## src/rtl/rf_pkg.sv

```systemverilog
// rtl/rf_pkg.sv - shared constants and field helpers for the forwarding register file
//
// Purpose: default widths, forwarding channel layout {we, ready, waddr, wdata}
//          and pipeline source indices shared by regfile_fwd_sb and rf_fwd_mux.
package rf_pkg;

  localparam int AW_DEF = 5;
  localparam int DW_DEF = 32;

  // Forwarding source indices; lower index = younger producer.
  localparam int SRC_EX  = 0;
  localparam int SRC_MEM = 1;
  localparam int SRC_WB  = 2;

  localparam int FWD_DATA_LO = 0;

  function automatic int srcw(input int aw, input int dw);
    return 2 + aw + dw;
  endfunction

  function automatic int fwd_we(input int aw, input int dw);
    return aw + dw + 1;
  endfunction

  function automatic int fwd_rdy(input int aw, input int dw);
    return aw + dw;
  endfunction

  function automatic int fwd_addr_hi(input int aw, input int dw);
    return aw + dw - 1;
  endfunction

  function automatic int fwd_addr_lo(input int dw);
    return dw;
  endfunction

  function automatic int fwd_data_hi(input int dw);
    return dw - 1;
  endfunction

endpackage

```

## src/rtl/rf_fwd_mux.sv

```systemverilog
// rtl/rf_fwd_mux.sv - one read port's operand selection with forwarding and stall
//
// Purpose: resolves a single read address against the zero register, the
//          forwarding channels (youngest first), the WB write-through and the
//          architectural array / busy bit.
// Ports:
//   a        in   AW         read address
//   fwd_bus  in   NSRC*SRCW  forwarding channels, channel k at [k*SRCW +: SRCW]
//   we/waddr/wdata in        WB commit port (write-through source)
//   arr_word in   DW         array[a]
//   busy_bit in   1          busy[a]
//   rdata_i  out  DW         selected operand
//   rstall_i out  1          operand not yet available
module rf_fwd_mux
  import rf_pkg::*;
#(
  parameter int DW   = DW_DEF,
  parameter int AW   = AW_DEF,
  parameter int NSRC = 3
) (
  input  logic [AW-1:0]                  a,
  input  logic [NSRC*srcw(AW, DW)-1:0]   fwd_bus,
  input  logic                           we,
  input  logic [AW-1:0]                  waddr,
  input  logic [DW-1:0]                  wdata,
  input  logic [DW-1:0]                  arr_word,
  input  logic                           busy_bit,
  output logic [DW-1:0]                  rdata_i,
  output logic                           rstall_i
);

  localparam int SRCW    = srcw(AW, DW);
  localparam int WE_B    = fwd_we(AW, DW);
  localparam int RDY_B   = fwd_rdy(AW, DW);
  localparam int ADDR_HI = fwd_addr_hi(AW, DW);
  localparam int ADDR_LO = fwd_addr_lo(DW);
  localparam int DATA_HI = fwd_data_hi(DW);

  logic [NSRC-1:0] ch_we;
  logic [NSRC-1:0] ch_rdy;
  logic [AW-1:0]   ch_addr [NSRC];
  logic [DW-1:0]   ch_data [NSRC];

  for (genvar k = 0; k < NSRC; k++) begin : g_ch
    assign ch_we[k]   = fwd_bus[k*SRCW + WE_B];
    assign ch_rdy[k]  = fwd_bus[k*SRCW + RDY_B];
    assign ch_addr[k] = fwd_bus[k*SRCW + ADDR_HI : k*SRCW + ADDR_LO];
    assign ch_data[k] = fwd_bus[k*SRCW + DATA_HI : k*SRCW + FWD_DATA_LO];
  end

  // Lowest-priority sources are applied first so later assignments win:
  // array/busy, then write-through, then channels oldest to youngest, then r0.
  always_comb begin
    rdata_i  = arr_word;
    rstall_i = busy_bit;
    if (we && (waddr == a)) begin
      rdata_i  = wdata;
      rstall_i = 1'b0;
    end
    for (int k = NSRC - 1; k >= 0; k--) begin
      if (ch_we[k] && (ch_addr[k] == a)) begin
        rdata_i  = ch_data[k];
        rstall_i = ~ch_rdy[k];
      end
    end
    if (a == '0) begin
      rdata_i  = '0;
      rstall_i = 1'b0;
    end
  end

endmodule

```

## src/rtl/regfile_fwd_sb.sv

```systemverilog
// rtl/regfile_fwd_sb.sv - register file with forwarding, write-through and busy scoreboard
//
// Purpose: NREG x DW architectural array with async reset, per-register busy
//          scoreboard for long-latency producers, and NRD zero-latency read
//          ports that forward from NSRC pipeline stages and stall on
//          operands that are not yet available.
// Ports:
//   clk, resetn          clock, asynchronous active-low reset
//   raddr   in  NRD*AW   read addresses, port i at [i*AW +: AW]
//   rdata   out NRD*DW   read data, port i at [i*DW +: DW]
//   rstall  out NRD      per-port operand-not-available
//   fwd_bus in  NSRC*SRCW forwarding channels {we, ready, waddr, wdata}
//   we/waddr/wdata       WB commit port
//   iss_we/iss_waddr     long-latency op issue (sets busy)
//   busy    out NREG     scoreboard state
module regfile_fwd_sb
  import rf_pkg::*;
#(
  parameter int DW   = DW_DEF,
  parameter int AW   = AW_DEF,
  parameter int NRD  = 2,
  parameter int NSRC = 3
) (
  input  logic                          clk,
  input  logic                          resetn,
  input  logic [NRD*AW-1:0]             raddr,
  output logic [NRD*DW-1:0]             rdata,
  output logic [NRD-1:0]                rstall,
  input  logic [NSRC*srcw(AW, DW)-1:0]  fwd_bus,
  input  logic                          we,
  input  logic [AW-1:0]                 waddr,
  input  logic [DW-1:0]                 wdata,
  input  logic                          iss_we,
  input  logic [AW-1:0]                 iss_waddr,
  output logic [2**AW-1:0]              busy
);

  localparam int NREG = 2**AW;

  logic [DW-1:0]   mem_q [NREG];
  logic [DW-1:0]   mem_d [NREG];
  logic [NREG-1:0] busy_q;
  logic [NREG-1:0] busy_d;

  // Set is applied after clear: an op issued this cycle is younger than the
  // one committing, so the register stays busy.
  always_comb begin
    mem_d  = mem_q;
    busy_d = busy_q;
    if (we && (waddr != '0)) begin
      mem_d[waddr] = wdata;
    end
    if (we) begin
      busy_d[waddr] = 1'b0;
    end
    if (iss_we) begin
      busy_d[iss_waddr] = 1'b1;
    end
    mem_d[0]  = '0;
    busy_d[0] = 1'b0;
  end

  always_ff @(posedge clk or negedge resetn) begin
    if (!resetn) begin
      mem_q  <= '{default: '0};
      busy_q <= '0;
    end else begin
      mem_q  <= mem_d;
      busy_q <= busy_d;
    end
  end

  assign busy = busy_q;

  for (genvar i = 0; i < NRD; i++) begin : g_rd
    logic [AW-1:0] a;
    assign a = raddr[i*AW +: AW];

    rf_fwd_mux #(
      .DW   (DW),
      .AW   (AW),
      .NSRC (NSRC)
    ) u_mux (
      .a        (a),
      .fwd_bus  (fwd_bus),
      .we       (we),
      .waddr    (waddr),
      .wdata    (wdata),
      .arr_word (mem_q[a]),
      .busy_bit (busy_q[a]),
      .rdata_i  (rdata[i*DW +: DW]),
      .rstall_i (rstall[i])
    );
  end

endmodule

```

## config.mk

```make
export PLATFORM = sky130hd
export DESIGN_NAME = regfile_fwd_sb
export DESIGN_NICKNAME = d
export VERILOG_FILES = /design/src/rtl/rf_pkg.sv /design/src/rtl/rf_fwd_mux.sv /design/src/rtl/regfile_fwd_sb.sv
export SDC_FILE = /design/constraint.sdc
export NUM_CORES = 2
export LEC_CHECK = 0
export BUFFER_PORTS_ARGS = -buffer_cell sky130_fd_sc_hd__buf_2
export CORE_MARGIN = 3
export CORE_UTILIZATION = 60
export CTS_BUF_LIST = sky130_fd_sc_hd__clkbuf_4 sky130_fd_sc_hd__clkbuf_8 sky130_fd_sc_hd__clkbuf_16
export DETAILED_ROUTE_END_ITERATION = 8
export PLACE_DENSITY = 0.86
export SYNTH_ARGS = -nofsm -noshare
export SYNTH_HDL_FRONTEND = slang
export SYNTH_SLANG_ARGS = --single-unit
```

## constraint.sdc

```tcl
create_clock -name clk -period 5.43 [get_ports clk]
set_clock_uncertainty 0.15 [all_clocks]
set_input_delay 0.2715 -clock clk [delete_from_list [all_inputs] [get_ports clk]]
set_output_delay 0.2715 -clock clk [all_outputs]
set_load 0.03 [all_outputs]
```

== After elaboration in Yosys (flattened, before gate mapping) ==
Index checks and enable logic that the tools add are counted.
Word-level totals
  flip-flop bits (word level): 1023
  input bits: 173
  output and inout bits: 98
  logic and storage cells: 113
Cells by class
  order comparisons: 10
  eq/ne operators: 8
  multiplexer cells: 39
  bitwise logic cells: 9
  reduce and logical (&&, ||, !) cells: 15
Operators with widths (count)
  $bwmux W1024: 1
  $mux W32: 17
  $bmux W32 S5: 2
  $demux W32 S5: 1
  $eq A5 B5 Y1: 8
  $and A32 B32 Y32: 1
  $not A32 Y32: 1
  $or A32 B32 Y32: 1
  $lt A5 B6 Y1 const B: 4
  $ge A6 B6 Y1 const B: 3
  $not A5 Y6: 3
  $mux W1: 14
  $logic_and A1 B1 Y1: 12
  $bmux W1 S5: 2
  $demux W1 S5: 2
  $ge A5 B1 Y1 const B: 2
  $logic_not A5 Y1: 2
  $lt A6 B1 Y1 const B: 1
  $reduce_bool A5 Y1: 1
  $not A1 Y1: 3

== Depth between registers and ports, before layout ==
  word-level depth: 9
  mapped depth: 11
  depth with buffers taken out: 6

== Hierarchy ==
From an unflattened synthesis, not the netlist that was laid out.
Second synthesis, totals
  cells, all modules: 4359
  area total of the unflattened synthesis: 59037.9 um^2
Modules (own cells, without submodules)
  regfile_fwd_sb: times used 1, cells each 3739, area each 55049.0 um^2, sequential area each 25599.6 um^2
  rf_fwd_mux: times used 2, cells each 310, area each 1994.4 um^2, sequential area each 0.0 um^2

== Least setup slack after synthesis ==
OpenSTA, ideal clock, no wires.
  path kind: input -> output
  start point: input port raddr[0]
  end point: output port rdata[0]
  arrival time: 2476 ps
  required time: 5009 ps
  setup slack: 2532 ps
  stages: 10
  path buffers: 5
  cells stage by stage: buf_4 > buf_6 > buf_4 > nor2b_1 > clkbuf_1 > buf_2 > a221oi_1 > nand2_1 > o2111a_1 > o32ai_1
Between the ends
  longest elaborated chain between the ends: 9
  elaborated cells between the ends (all ways): 18
  classes of those cells: eq/ne (4); mux (8); bitwise (1); reduce/logical (5)
Ends and longest elaborated chain
  from (decl): RTL line regfile_fwd_sb.sv:26  | input logic [NRD*AW-1:0] raddr,
  $not A5 Y6 (not written as such): RTL line regfile_fwd_sb.sv:89  | .arr_word (mem_q[a]),
  $bmux W32 S5: RTL line regfile_fwd_sb.sv:89
  $mux W32 (not written as such) (2 in series): RTL line regfile_fwd_sb.sv:89
  $mux W32: RTL line rf_fwd_mux.sv:56  | if (we && (waddr == a)) begin
  $mux W32 (3 in series): RTL line rf_fwd_mux.sv:61  | if (ch_we[k] && (ch_addr[k] == a)) begin
  $mux W32 *: RTL line rf_fwd_mux.sv:66  | if (a == '0) begin
  to (decl): RTL line regfile_fwd_sb.sv:27  | output logic [NRD*DW-1:0] rdata,
Mark *: on every way between the ends. The rest lies on a longest branch, timed or not. The select of a mux whose other input is x is not followed.

== Worst setup path after layout ==
  start point: input port raddr[4]
  end point: output port rdata[16]
The elaborated chain is that of the path after synthesis.

==> metrics <==
WL per Instance=33.8 um; nets@finish=4778; Synth-to-Final Area Change=10.1%; Unique masters post-synth=64; design area=64300 um^2; period utilization=86.5%; number of I/O pins=271; max_cap viols=1; critical path's most frequent cell=buf_2; fin util=around two thirds; leakage=between 20 and 30 nW; Routed WL=203000 um; full die area=101000 um^2; CTS H-tree depth=3; Worst Hold Class=in -> reg; crit-path cells=buf_2 -> buf_4 -> and2_2 -> a221oi_1 -> o2111a_1 -> o32ai_1 -> buf_2; FF+latch count, synth=1023; Slew @ Worst Pin=between 1 and 1.5 ns; Seq pwr share=43.9%; async set-reset flop share out of synthesis=100%; Fin Setup TNS=0 ns; failing checks=capacitance limit; CTS tree=done; sequential fraction of the synthesis area=about 44%; RSZ-0062 raised after global routing=no; CP Max Fanout=31; HPWL after detailed placement=121000 um; sw frac=30.4%; Cells after DPL=5751; most frequent cells in the layout=1135 x mux2_2, 1023 x dfrtp_1, 478 x mux2i_1; Starting Density=61.0%; total CTS buffers=around 100; Antenna Nets Post-Route=0; initial antenna violation count=42; Setup violations, final=0; via count=between 40000 and 50000; Tmin final=4.70 ns; Peak VDD IR=0.266 mV; vias in the first global route=47000; GP Congestion=0.957; kind of critical path=in -> out; Clock Power Share=33.2%; crit path capture type=output port; CTS Sinks=1023; cell area after placement=roughly 60000 um^2; latest clock arrival within the worst-skew pair=0.69 ns; syn avg cell area=12.7 um^2; Syn Nets=roughly 4800; Synth Instances=4603; first-pass GRT wire length=approximately 300000 um; Reg clk slew, reported paths=0.07 ns; Root Driver=clkbuf_16; Max-slew headroom=0.349%; Synth area leaders=dfrtp_1 44%, mux2_2 22%, mux2i_1 8.2%; internal power=16.5 mW; Starting DRT DRC Count=about 7000; Worst EP arrival=approximately 4.3 ns; pwr dens=between 300 and 400 nW/um^2; Syn Std Cell Area=58400 um^2; Remaining Overflow, GRT=0; EDFF count, synth=0; Non-Filler Instances=roughly 6000; post_cts resized=0; status=complete, but fails checks; die width=318 um; Slowest cell on crit path=and2_2; largest delay contributor family on the critical path=compound AO/OA/AOI/OAI gates; share of cells above drive strength 1=42.1%; # rows=113; combinational share of power=22.9%; Yosys warning total=0; CP required=5.01 ns; PortBufs=269; area of the core=95700 um^2; largest area contributor in the netlist=dfrtp_1; top-area cell type share of the netlist area=43.8%; 1st-pass router iterations=7; Hold Fails Final Rpt=0; clk buf depth=3; Setup crit start kind=primary input; GRT Total Usage=39.0%; highest clock rate=approximately 210 MHz; commonest non-fill, non-tap cell in the layout=mux2_2; Vert. Die Dim=around 320 um; fin worst setup slack=0.731 ns; max incr delay on CP=1.00 ns; P_sw=7.18 mW; dpl ws=1.25 ns; ys flop type=dfrtp_1; fin. max-slew vios=0; routed vias/inst=7.71; fillers=6364; Buf+Inv Stages, Crit Path=3; largest net degree at the start of global routing=154; # DRC=0
-- routing by layer --
layer | GRT usage (%) | vias to the layer above | part of all wire, %
met3 | 16.7 | 1293 | 15
met1 | 47.9 | 23000 | 34
met5 | 0 | - | 0.071
met2 | 56.1 | 4066 | 43
li1 | - | 17800 | -
met4 | 25.9 | 20 | 7.9
-- cell type report --
| cell class | instances | area, um^2 | share of cell area [%] |
|---|---|---|---|
| Clock buffer | 153 | 3150 | 4.89 |
| Timing Repair Buffer | 399 | 2610 | 4.06 |
| Inverter | 4 | 15.0 | 0.0233 |
| Multi-Input combinational cell | 3074 | 30700 | 47.7 |
| Tap cell | 1265 | 1580 | 2.46 |
| Antenna cell | 29 | 72.6 | 0.113 |
| Clock inverter | 41 | 624 | 0.971 |
| Sequential cell | 1023 | 25600 | 39.8 |
-- cell families (layout without fill, tap and decap cells) --
| group | after synthesis | count (layout) | synth area share, % |
|---|---|---|---|
| XOR/XNOR | 40 | 40 | 0.600 |
| multiplexers | 1794 | 1794 | 37.1 |
| other | 1 | 30 | 0.00642 |
| flip-flops | 1023 | 1023 | 43.8 |
| AND/OR/NAND/NOR | 464 | 464 | 4.03 |
| buffers and inverters | 506 | 597 | 4.14 |
| AO/OA/AOI/OAI | 775 | 775 | 10.3 |
-- per-stage QoR --
stage	hold WS, ns	total power, mW
after detailed placement	0.248	15.6
final	0.0417	23.6
after floorplan	-0.174	13.9
after global placement	0.247	15.3
after CTS	0.0233	23.4
after global routing	0.0496	24.4
-- synthesized netlist by cell type, types with 5 or more instances --
| master | instances |
|---|---|
| mux2_2 | 1135 |
| dfrtp_1 | 1023 |
| mux2i_1 | 478 |
| clkbuf_1 | 299 |
| a22oi_1 | 190 |
| mux4_2 | 181 |
| a221oi_1 | 156 |
| buf_2 | 125 |
| nor2_1 | 120 |
| nand2_1 | 106 |
| nor3_1 | 64 |
| o221ai_1 | 63 |
| o32ai_1 | 61 |
| o21ai_0 | 60 |
| a22o_1 | 46 |
| buf_4 | 42 |
| nor2b_1 | 37 |
| a211oi_1 | 36 |
| a21oi_1 | 36 |
| nor4_1 | 33 |
| o2111a_1 | 31 |
| o211ai_1 | 31 |
| o22ai_1 | 30 |
| or3_1 | 30 |
| xor2_1 | 28 |
| buf_6 | 23 |
| o21ai_1 | 22 |
| nand3_1 | 13 |
| xnor2_1 | 12 |
| nor3b_1 | 11 |
| buf_1 | 10 |
| nand3b_1 | 9 |
| and3_1 | 7 |
| nor4_2 | 5 |
-- flip-flops by register name, summed over array words and instances (netlist names) --
name,cells
mem_q,992
busy,31
-- power by group through the flow --
| stage | clock network, mW | logic [mW] | registers [mW] |
|---|---|---|---|
| 6_report | 7.85 | 5.41 | 10.4 |
| 5_1_grt | 8.17 | 5.69 | 10.5 |
| 4_1_cts | 7.85 | 5.28 | 10.3 |
| 3_5_place_dp | 0 | 5.18 | 10.4 |
| 3_3_place_gp | 0 | 5.00 | 10.3 |
| 2_1_floorplan | 0 | 3.80 | 10.1 |
-- tightest hold or removal path: stages --
cell and delay [ns]:
buf_2 0.21, nor3b_1 0.15, nand2_2 0.10, a22o_1 0.12
-- repair_timing --
action / in CTS / in global routing
buffers inserted: 0 / 0
hold endpoints to repair: 121 / 0
hold buffers: 14 / 0
-- path summary, 6_finish.rpt --
kind | start | end | slack, ns | cells after the start
worst max-delay path | raddr[4] | rdata[16] | 0.73 | 7
worst min-delay path | waddr[2] | busy[9] | 0.04 | 4
worst max register to register | busy[12] | busy[12] | 3.88 | 3
worst min register to register | mem_q[927] | mem_q[927] | 0.37 | 2
max in group asynchronous | resetn | busy[7] | 3.51 | 3
min in group asynchronous | resetn | mem_q[580] | 0.07 | 2
Note: power is estimated with default switching activity, not from simulation.
